File: src/rtl/ldpc_uart_link.sv
// UART link carrying one message byte per frame, optionally protected by a
// (16,8) LDPC code that corrects any single-bit error on the receive side.
`timescale 1ns/1ps
module ldpc_uart_link #(
    parameter int CLKS_PER_BIT = 10416,
    parameter int STOP_BITS    = 1,
    parameter int ECC_EN       = 1
) (
    input  logic       clk,
    input  logic       rst,
    input  logic [7:0] tx_data,
    input  logic       tx_valid,
    output logic       tx_ready,
    output logic       tx,
    input  logic       rx,
    output logic [7:0] rx_data,
    output logic       rx_valid,
    output logic       rx_corrected,
    output logic       rx_uncorrectable,
    output logic       rx_frame_err
);
    localparam int          NBITS     = (ECC_EN != 0) ? 16 : 8;
    localparam logic [15:0] LAST_CNT  = 16'(CLKS_PER_BIT - 1);
    localparam logic [15:0] MID_CNT   = 16'(CLKS_PER_BIT / 2 - 1);
    localparam logic [4:0]  LAST_DATA = 5'(NBITS - 1);
    localparam logic [4:0]  LAST_STOP = 5'(STOP_BITS - 1);
    // Parity row masks, byte i selects the message bits feeding c[i].
    localparam logic [63:0] ROW_MASKS = {8'hAC, 8'h66, 8'hB2, 8'h59, 8'hB5, 8'h4F, 8'h9B, 8'h73};

    typedef enum logic [1:0] {TX_IDLE, TX_START, TX_DATA, TX_STOP} tx_state_t;
    typedef enum logic [2:0] {RX_IDLE, RX_START, RX_DATA, RX_STOP, RX_DECODE} rx_state_t;

    tx_state_t        r_tx_state, w_tx_state_next;
    logic [15:0]      r_tx_cnt;
    logic [4:0]       r_tx_bit;
    logic [NBITS-1:0] r_tx_shift;
    logic [NBITS-1:0] w_tx_frame;
    logic             w_tx_tick;

    rx_state_t        r_rx_state, w_rx_state_next;
    logic [15:0]      r_rx_cnt;
    logic [4:0]       r_rx_bit;
    logic [NBITS-1:0] r_rx_shift;
    logic             r_rx_meta, r_rx_sync, r_rx_prev;
    logic             r_ferr_acc;
    logic             w_rx_tick, w_rx_done;
    logic [7:0]       w_dec_data;
    logic             w_dec_corr, w_dec_unc;
    logic [7:0]       r_rx_data;
    logic             r_rx_valid, r_rx_corr, r_rx_unc, r_rx_ferr;

    generate
        if (ECC_EN != 0) begin : g_ecc
            logic [7:0] w_tx_par, w_rx_calc, w_syn, w_col_hit, w_rx_msg;
            logic       w_onehot;
            assign w_rx_msg = r_rx_shift[15:8];
            for (genvar gi = 0; gi < 8; gi++) begin : g_bit
                localparam logic [7:0] COL = {ROW_MASKS[56+gi], ROW_MASKS[48+gi], ROW_MASKS[40+gi],
                                              ROW_MASKS[32+gi], ROW_MASKS[24+gi], ROW_MASKS[16+gi],
                                              ROW_MASKS[8+gi],  ROW_MASKS[gi]};
                assign w_tx_par[gi]  = ^(tx_data  & ROW_MASKS[gi*8 +: 8]);
                assign w_rx_calc[gi] = ^(w_rx_msg & ROW_MASKS[gi*8 +: 8]);
                assign w_col_hit[gi] = (w_syn == COL);
            end
            assign w_tx_frame = {tx_data, w_tx_par};
            assign w_syn      = w_rx_calc ^ r_rx_shift[7:0];
            assign w_onehot   = (w_syn != 8'd0) && ((w_syn & (w_syn - 8'd1)) == 8'd0);
            // Columns are distinct and never one-hot, so at most one hit bit is set.
            assign w_dec_data = w_rx_msg ^ w_col_hit;
            assign w_dec_corr = w_onehot || (|w_col_hit);
            assign w_dec_unc  = (w_syn != 8'd0) && !w_dec_corr;
        end else begin : g_plain
            assign w_tx_frame = tx_data;
            assign w_dec_data = r_rx_shift;
            assign w_dec_corr = 1'b0;
            assign w_dec_unc  = 1'b0;
        end
    endgenerate

    assign w_tx_tick = (r_tx_cnt == LAST_CNT);
    assign tx_ready  = (r_tx_state == TX_IDLE);
    assign tx        = (r_tx_state == TX_START) ? 1'b0 :
                       (r_tx_state == TX_DATA)  ? r_tx_shift[0] : 1'b1;

    always_comb begin
        w_tx_state_next = r_tx_state;
        case (r_tx_state)
            TX_IDLE:  if (tx_valid) w_tx_state_next = TX_START;
            TX_START: if (w_tx_tick) w_tx_state_next = TX_DATA;
            TX_DATA:  if (w_tx_tick && r_tx_bit == LAST_DATA) w_tx_state_next = TX_STOP;
            TX_STOP:  if (w_tx_tick && r_tx_bit == LAST_STOP) w_tx_state_next = TX_IDLE;
            default:  w_tx_state_next = TX_IDLE;
        endcase
    end

    always_ff @(posedge clk or posedge rst) begin
        if (rst) begin
            r_tx_state <= TX_IDLE;
            r_tx_cnt   <= 16'd0;
            r_tx_bit   <= 5'd0;
            r_tx_shift <= '0;
        end else begin
            r_tx_state <= w_tx_state_next;
            if (r_tx_state == TX_IDLE && tx_valid)
                r_tx_shift <= w_tx_frame;
            if (w_tx_state_next != r_tx_state || r_tx_state == TX_IDLE) begin
                r_tx_cnt <= 16'd0;
                r_tx_bit <= 5'd0;
            end else if (w_tx_tick) begin
                r_tx_cnt <= 16'd0;
                r_tx_bit <= r_tx_bit + 5'd1;
                if (r_tx_state == TX_DATA)
                    r_tx_shift <= r_tx_shift >> 1;
            end else begin
                r_tx_cnt <= r_tx_cnt + 16'd1;
            end
        end
    end

    always_ff @(posedge clk or posedge rst) begin
        if (rst) begin
            r_rx_meta <= 1'b1;
            r_rx_sync <= 1'b1;
            r_rx_prev <= 1'b1;
        end else begin
            r_rx_meta <= rx;
            r_rx_sync <= r_rx_meta;
            r_rx_prev <= r_rx_sync;
        end
    end

    assign w_rx_tick = (r_rx_cnt == LAST_CNT);
    assign w_rx_done = (r_rx_state == RX_STOP) && w_rx_tick && (r_rx_bit == LAST_STOP);

    // Start needs a falling edge, so a frame ending on a low stop waits for the line to rise.
    always_comb begin
        w_rx_state_next = r_rx_state;
        case (r_rx_state)
            RX_IDLE:   if (r_rx_prev && !r_rx_sync) w_rx_state_next = RX_START;
            RX_START:  if (r_rx_cnt == MID_CNT) w_rx_state_next = r_rx_sync ? RX_IDLE : RX_DATA;
            RX_DATA:   if (w_rx_tick && r_rx_bit == LAST_DATA) w_rx_state_next = RX_STOP;
            RX_STOP:   if (w_rx_done) w_rx_state_next = RX_DECODE;
            RX_DECODE: w_rx_state_next = RX_IDLE;
            default:   w_rx_state_next = RX_IDLE;
        endcase
    end

    always_ff @(posedge clk or posedge rst) begin
        if (rst) begin
            r_rx_state <= RX_IDLE;
            r_rx_cnt   <= 16'd0;
            r_rx_bit   <= 5'd0;
            r_rx_shift <= '0;
            r_ferr_acc <= 1'b0;
            r_rx_data  <= 8'd0;
            r_rx_valid <= 1'b0;
            r_rx_corr  <= 1'b0;
            r_rx_unc   <= 1'b0;
            r_rx_ferr  <= 1'b0;
        end else begin
            r_rx_state <= w_rx_state_next;
            r_rx_valid <= 1'b0;
            if (w_rx_state_next != r_rx_state || r_rx_state == RX_IDLE) begin
                r_rx_cnt <= 16'd0;
                r_rx_bit <= 5'd0;
            end else if (w_rx_tick) begin
                r_rx_cnt <= 16'd0;
                r_rx_bit <= r_rx_bit + 5'd1;
            end else begin
                r_rx_cnt <= r_rx_cnt + 16'd1;
            end
            if (r_rx_state == RX_START)
                r_ferr_acc <= 1'b0;
            if (r_rx_state == RX_DATA && w_rx_tick)
                r_rx_shift <= {r_rx_sync, r_rx_shift[NBITS-1:1]};
            if (r_rx_state == RX_STOP && w_rx_tick && !r_rx_sync)
                r_ferr_acc <= 1'b1;
            if (w_rx_done) begin
                r_rx_valid <= 1'b1;
                r_rx_data  <= w_dec_data;
                r_rx_corr  <= w_dec_corr;
                r_rx_unc   <= w_dec_unc;
                r_rx_ferr  <= r_ferr_acc || !r_rx_sync;
            end
        end
    end

    assign rx_data          = r_rx_data;
    assign rx_valid         = r_rx_valid;
    assign rx_corrected     = r_rx_corr;
    assign rx_uncorrectable = r_rx_unc;
    assign rx_frame_err     = r_rx_frame_err_w();

    function automatic logic r_rx_frame_err_w();
        return r_rx_ferr;
    endfunction
endmodule

File: config.mk
export PLATFORM = sky130hd
export DESIGN_NAME = ldpc_uart_link
export DESIGN_NICKNAME = d
export VERILOG_FILES = /design/src/rtl/ldpc_uart_link.sv
export SDC_FILE = /design/constraint.sdc
export NUM_CORES = 1
export LEC_CHECK = 0
export CAP_MARGIN = 25
export CORE_MARGIN = 4
export CORE_UTILIZATION = 51
export DETAILED_ROUTE_END_ITERATION = 10
export HOLD_SLACK_MARGIN = 0.03
export PLACE_DENSITY = 0.69
export SLEW_MARGIN = 20
export SYNTH_ARGS = -nofsm -noshare
export SYNTH_HDL_FRONTEND = slang
export SYNTH_SLANG_ARGS = --single-unit
File: constraint.sdc
create_clock -name clk -period 3.6 [get_ports clk]
set_input_delay 0.72 -clock clk [delete_from_list [all_inputs] [get_ports clk]]
set_output_delay 0.72 -clock clk [all_outputs]
set_load 0.02 [all_outputs]
# Word level (Yosys, flattened, before mapping)
# Cells that the tools add are included.
[word_totals]
reg_bits = 95
input_bits = 12
output_inout_bits = 14
word_cells = 117
[classes]
n_addsub = 5
n_eq_ne = 21
mux = 28
bitwise = 3
reduce_logical = 43
[ops]
columns = ["op", "count"]
rows = [
  ["16-bit two-way mux", 8],
  ["8-bit XOR reduction", 16],
  ["16-bit by 1-bit adder with 16-bit output (second input constant)", 2],
  ["16-bit by 14-bit == test with 1-bit output (second input constant)", 2],
  ["8-bit == test (second input constant)", 4],
  ["5-bit two-way mux", 4],
  ["16-bit by 13-bit == test with 1-bit output (second input constant)", 1],
  ["8-bit by 7-bit == test with 1-bit output (second input constant)", 2],
  ["8-bit bitwise XOR", 2],
  ["3-bit two-way mux", 4],
  ["3-bit case mux with 4 select lines", 1],
  ["1-bit logical AND", 11],
  ["5-bit by 1-bit adder with 5-bit output (second input constant)", 2],
  ["5-bit by 4-bit == test with 1-bit output (second input constant)", 2],
  ["5-bit logical NOT", 2],
  ["2-bit two-way mux", 5],
  ["8-bit AND", 1],
  ["8-bit by 5-bit == test with 1-bit output (second input constant)", 1],
  ["8-bit by 6-bit == test with 1-bit output (second input constant)", 1],
  ["8-bit logical NOT", 1],
  ["2-bit case mux with 4 select lines", 1],
  ["8-bit nonzero test", 1],
  ["8-bit OR reduction", 1],
  ["8-bit by 1-bit subtractor with 8-bit output (second input constant)", 1],
  ["other kinds (12)", 24],
]

# Logic depth before layout (Yosys ltp)
[logic_depth]
word_depth = 9
depth_mapped = 11
depth_no_buf = 8

# Least setup slack after synthesis
# No wires, ideal clock.
[synth_path]
kind = "reg-to-reg"
startpoint = "register r_rx_cnt[0]"
endpoint = "register r_rx_cnt[8]"
setup_ns = 0.071
arrival_time_ns = 2.305
t_required_ns = 3.529
path_slack_ns = 1.224
path_stages_with_launch = 12
path_buffers = 3
period_less_slack_ns = 2.376
cell_sequence = "dfrtp_1 ha_1 and4_4 nand3_1 nor4_4 a21o_1 or4_1 buf_2 nand2b_1 buf_2 buf_4 nor2_1"
[synth_via]
elab_chain_len = 8
word_cells_on_any_way = 14
classes_between = "add/sub (1); eq/ne (3); mux (6); reduce/logical (4)"
[synth_rtl]
columns = ["item", "line", "rtl"]
rows = [
  ["start: declaration", "41", "logic [15:0] r_rx_cnt;"],
  ["start signal: assignment", "170", "r_rx_cnt <= r_rx_cnt + 16'd1;"],
  ["16-bit by 14-bit == test with 1-bit output", "132", "assign w_rx_tick = (r_rx_cnt == LAST_CNT);"],
  ["1-bit logical AND (2 in a row)", "133", "assign w_rx_done = (r_rx_state == RX_STOP) && w_rx_tick && (r_rx_bit == LAST_STOP);"],
  ["3-bit two-way mux", "142", "RX_STOP: if (w_rx_done) w_rx_state_next = RX_DECODE;"],
  ["3-bit case mux with 4 select lines", "138", "case (r_rx_state)"],
  ["3-bit inequality test", "163", "if (w_rx_state_next != r_rx_state || r_rx_state == RX_IDLE) begin"],
  ["1-bit logical OR", "163", ""],
  ["16-bit two-way mux *", "163", ""],
]
# Every way passes the cells marked *; elsewhere a longest branch is shown, timed or not.
# A chain may end at the register's enable or synchronous reset.

# Worst setup path in the final report
[layout_path]
startpoint = "register r_rx_cnt[0]"
endpoint = "register r_rx_cnt[15]"
# The elaborated chain is that of the path after synthesis.

==> results.yml <==
run_status:
  status: "finished clean"
floorplan:
  die_area_um2: 12000
  io_pins: 26
  initial_core_util_pct: 53.2
  die_h_um: 110
  dieWidth_um: 110
  core_area_um2: 9910
  rows: 36
detailed_routing:
  via_per_inst: 5.39
  drc: 0
  wl_um: 9360
  drtPass1Iterations: 4
  vias: 3608
  antenna_left: 0
  drt_iter0_markers: 204
  wl_per_cell_um: 14.0
grt:
  antenna_found_initial: 0
  grt.total_usage_pct: 17.4
  grt_pass1_wl_um: 16400
  grt_max_degree: 51
  grt_pass1_vias: 3534
  grt_overflow: 0
finish:
  diodes: 0
  layout-drive-gt1-share_pct: 11.2
  layout_common_cells: "dfrtp_1 (92), nor2_1 (71), xnor2_1 (41)"
  area_growth_pct: 10.9
  final_common_cell: "dfrtp_1"
  multi_input_area_um2: 2740
  register_area_um2: 2380
  design_area_um2: 5850
  fillers: 864
  final_util_pct: 59.0
  final_nets: 551
placed_design:
  port_buffers: 25
  gp_congestion: 0.839
  dpl_cell_area_um2: 5620
  hpwl_um: 6770
logic_synthesis:
  ys_seq_area_share_pct: 45.2
  avgSynthCellArea_um2: 10.3
  synth_edf_count: 0
  synth_top_area_share_pct: 43.7
  netlist_instances: 514
  synth_top_area_cell: "dfrtp_1"
  synth_seq_cells: 95
  synth.distinct_cells: 55
  yosysWarnings: 0
  async_reset_ff_share_pct: 100
  synth_area_leaders: "dfrtp_1 (44%), xnor2_1 (6.8%), xor2_1 (6.1%)"
  syn_nets: 534
  syn_area_um2: 5270
  synth_ff_type: "dfrtp_1"
clock_tree:
  clock_sinks: 95
  cts_buffers: 9
  cts_tree: "built"
  clk_latency_ns: 0.37
  cts_hold_buf: 0
  clockBufferDepth: 2
  cts-root-buf: "clkbuf_8"
  htreeDepth: 3
  clkTransAtPathRegs_ns: 0.09
  cts_setup_buffers: 0
  ctsResizeCount: 0
power:
  p_int_mw: 1.57
  clkPwrFrac_pct: 38.1
  combPwrFrac_pct: 7.5
  p_per_area_nw_per_um2: 351
  p_leak_nw: 2.55
  ir_drop_mv: 0.217
  net-switching-power_mw: 0.483
  seqPwrFrac_pct: 54.4
  p_sw_share_pct: 23.5
critical_path:
  rrSetupSlack_ns: 0.80
  cp.required_ns: 3.89
  path_max_fanout: 17
  end_kind: "flop"
  r2r_end: "r_rx_cnt[15]"
  worstSetupStartpoint: "r_rx_cnt[0]"
  r2r_cells: 9
  crit_arrival_ns: 3.09
  r2r-start: "r_rx_cnt[0]"
  crit_type: "flop to flop"
  cp-start-kind: "flop"
  endpoint: "r_rx_cnt[15]"
run:
  drv_cap: 0
timing:
  post-route-period-util_pct: 77.7
  max_freq_ghz: 0.357
  fin_worst_skew_ns: 0.0113
  tns_ns: 0
  worstMarginPinSlew_ns: 0.859
  drv_slew: 0
  finalHoldViolCount: 0
  rsz0062_at_grt: "no"
  period_minus_slack_ns: 2.80
  setup-violations-final: 0
  relSlewSlack_pct: 42.6
worst_hold_path:
  min_path_type: "flop to flop"
-- sequential cells by signal, indices dropped and copies added, names as in the netlist --
signal	cells
r_ferr_acc	1
r_rx_bit	5
r_rx_cnt	16
r_rx_meta	1
r_rx_prev	1
r_rx_shift	16
r_rx_state	3
r_rx_sync	1
r_tx_bit	5
r_tx_cnt	16
r_tx_shift	16
r_tx_state	2
rx_corrected	1
rx_data	8
rx_frame_err	1
rx_uncorrectable	1
rx_valid	1
-- synth_stat cells, drive strengths merged, types with 3 or more instances --
cell and n:
dfstp 3, nand2b 6, xor2 38, and3 11
nor4 7, nand4 7, nand2 37, nor4b 8
inv 14, buf 13, nor3 7, mux2 20
or3 3, xnor2 42, dfrtp 92, nand3 19
xnor3 9, nand4b 4, and4 5, or4 4
a21oi 27, o21ai 18, mux2i 10, nor2b 3
nor2 72, ha 8, clkbuf 9
-- layer usage --
| layer | routed length, um | part of all wire [%] | global-route usage [%] |
|---|---|---|---|
| met2 | 4440 | 47 | 27.7 |
| met3 | 304 | 3.2 | 4.46 |
| met5 | 0 | 0 | 0 |
| met1 | 4460 | 48 | 23.2 |
| met4 | 157 | 1.7 | 6.32 |
-- critical path, cell delays in order, from the launching register on --
cell	delay, ns
dfrtp_1	0.40
ha_1	0.25
and4_4	0.17
nand3_1	0.15
nor4_4	0.04
buf_4	0.20
a21o_1	0.20
or4_1	0.62
nand2b_1	0.47
nor2_1	0.21
-- cell type report --
class	count	share of cell area, %
flip-flops and latches	95	40.7
clock buffers	11	2.42
clock inverters	5	1.41
well taps	133	2.85
inverters	14	0.920
multi-input cells	383	46.8
repair buffers	28	4.88
-- cell families (layout without fill, tap and decap cells) --
logic type,after synthesis,count (layout),synth area share [%]
buffers and inverters,36,58,2.90
XOR/XNOR,90,90,17.9
AO/OA/AOI/OAI,56,56,6.10
multiplexers,30,30,6.17
flip-flops,95,95,45.2
AND/OR/NAND/NOR,198,198,19.6
adder cells (fa/ha/maj),9,9,2.09
-- power groups by stage --
stage	clock [mW]	sequential (mW)	combinational [mW]
after floorplan	0	1.13	0.121
after global placement	0	1.14	0.153
after detailed placement	0	1.14	0.157
after CTS	0.806	1.12	0.157
after global routing	0.860	1.12	0.178
final	0.781	1.12	0.154
-- worst min path at each step --
stage	from	to	slack, ns	depth (start not counted)
2_1_floorplan	r_rx_meta	r_rx_sync	0.35	0
3_3_place_gp	r_rx_meta	r_rx_sync	0.35	0
3_5_place_dp	r_rx_meta	r_rx_sync	0.35	0
4_1_cts	r_rx_meta	r_rx_sync	0.36	0
5_1_grt	r_rx_meta	r_rx_sync	0.37	0
6_report	r_rx_meta	r_rx_sync	0.36	0
-- stage by stage --
| step | worst slack, ns | instances | power [mW] | hold slack, ns |
|---|---|---|---|---|
| 2_1_floorplan | 0.408 | 514 | 1.25 | 0.345 |
| 3_3_place_gp | 0.883 | 653 | 1.29 | 0.347 |
| 3_5_place_dp | 0.785 | 653 | 1.29 | 0.349 |
| 4_1_cts | 0.785 | 669 | 2.08 | 0.363 |
| 5_1_grt | 0.622 | 669 | 2.16 | 0.369 |
| 6_report | 0.803 | 669 | 2.05 | 0.363 |
No activity file was read; power rests on OpenSTA's default activity.
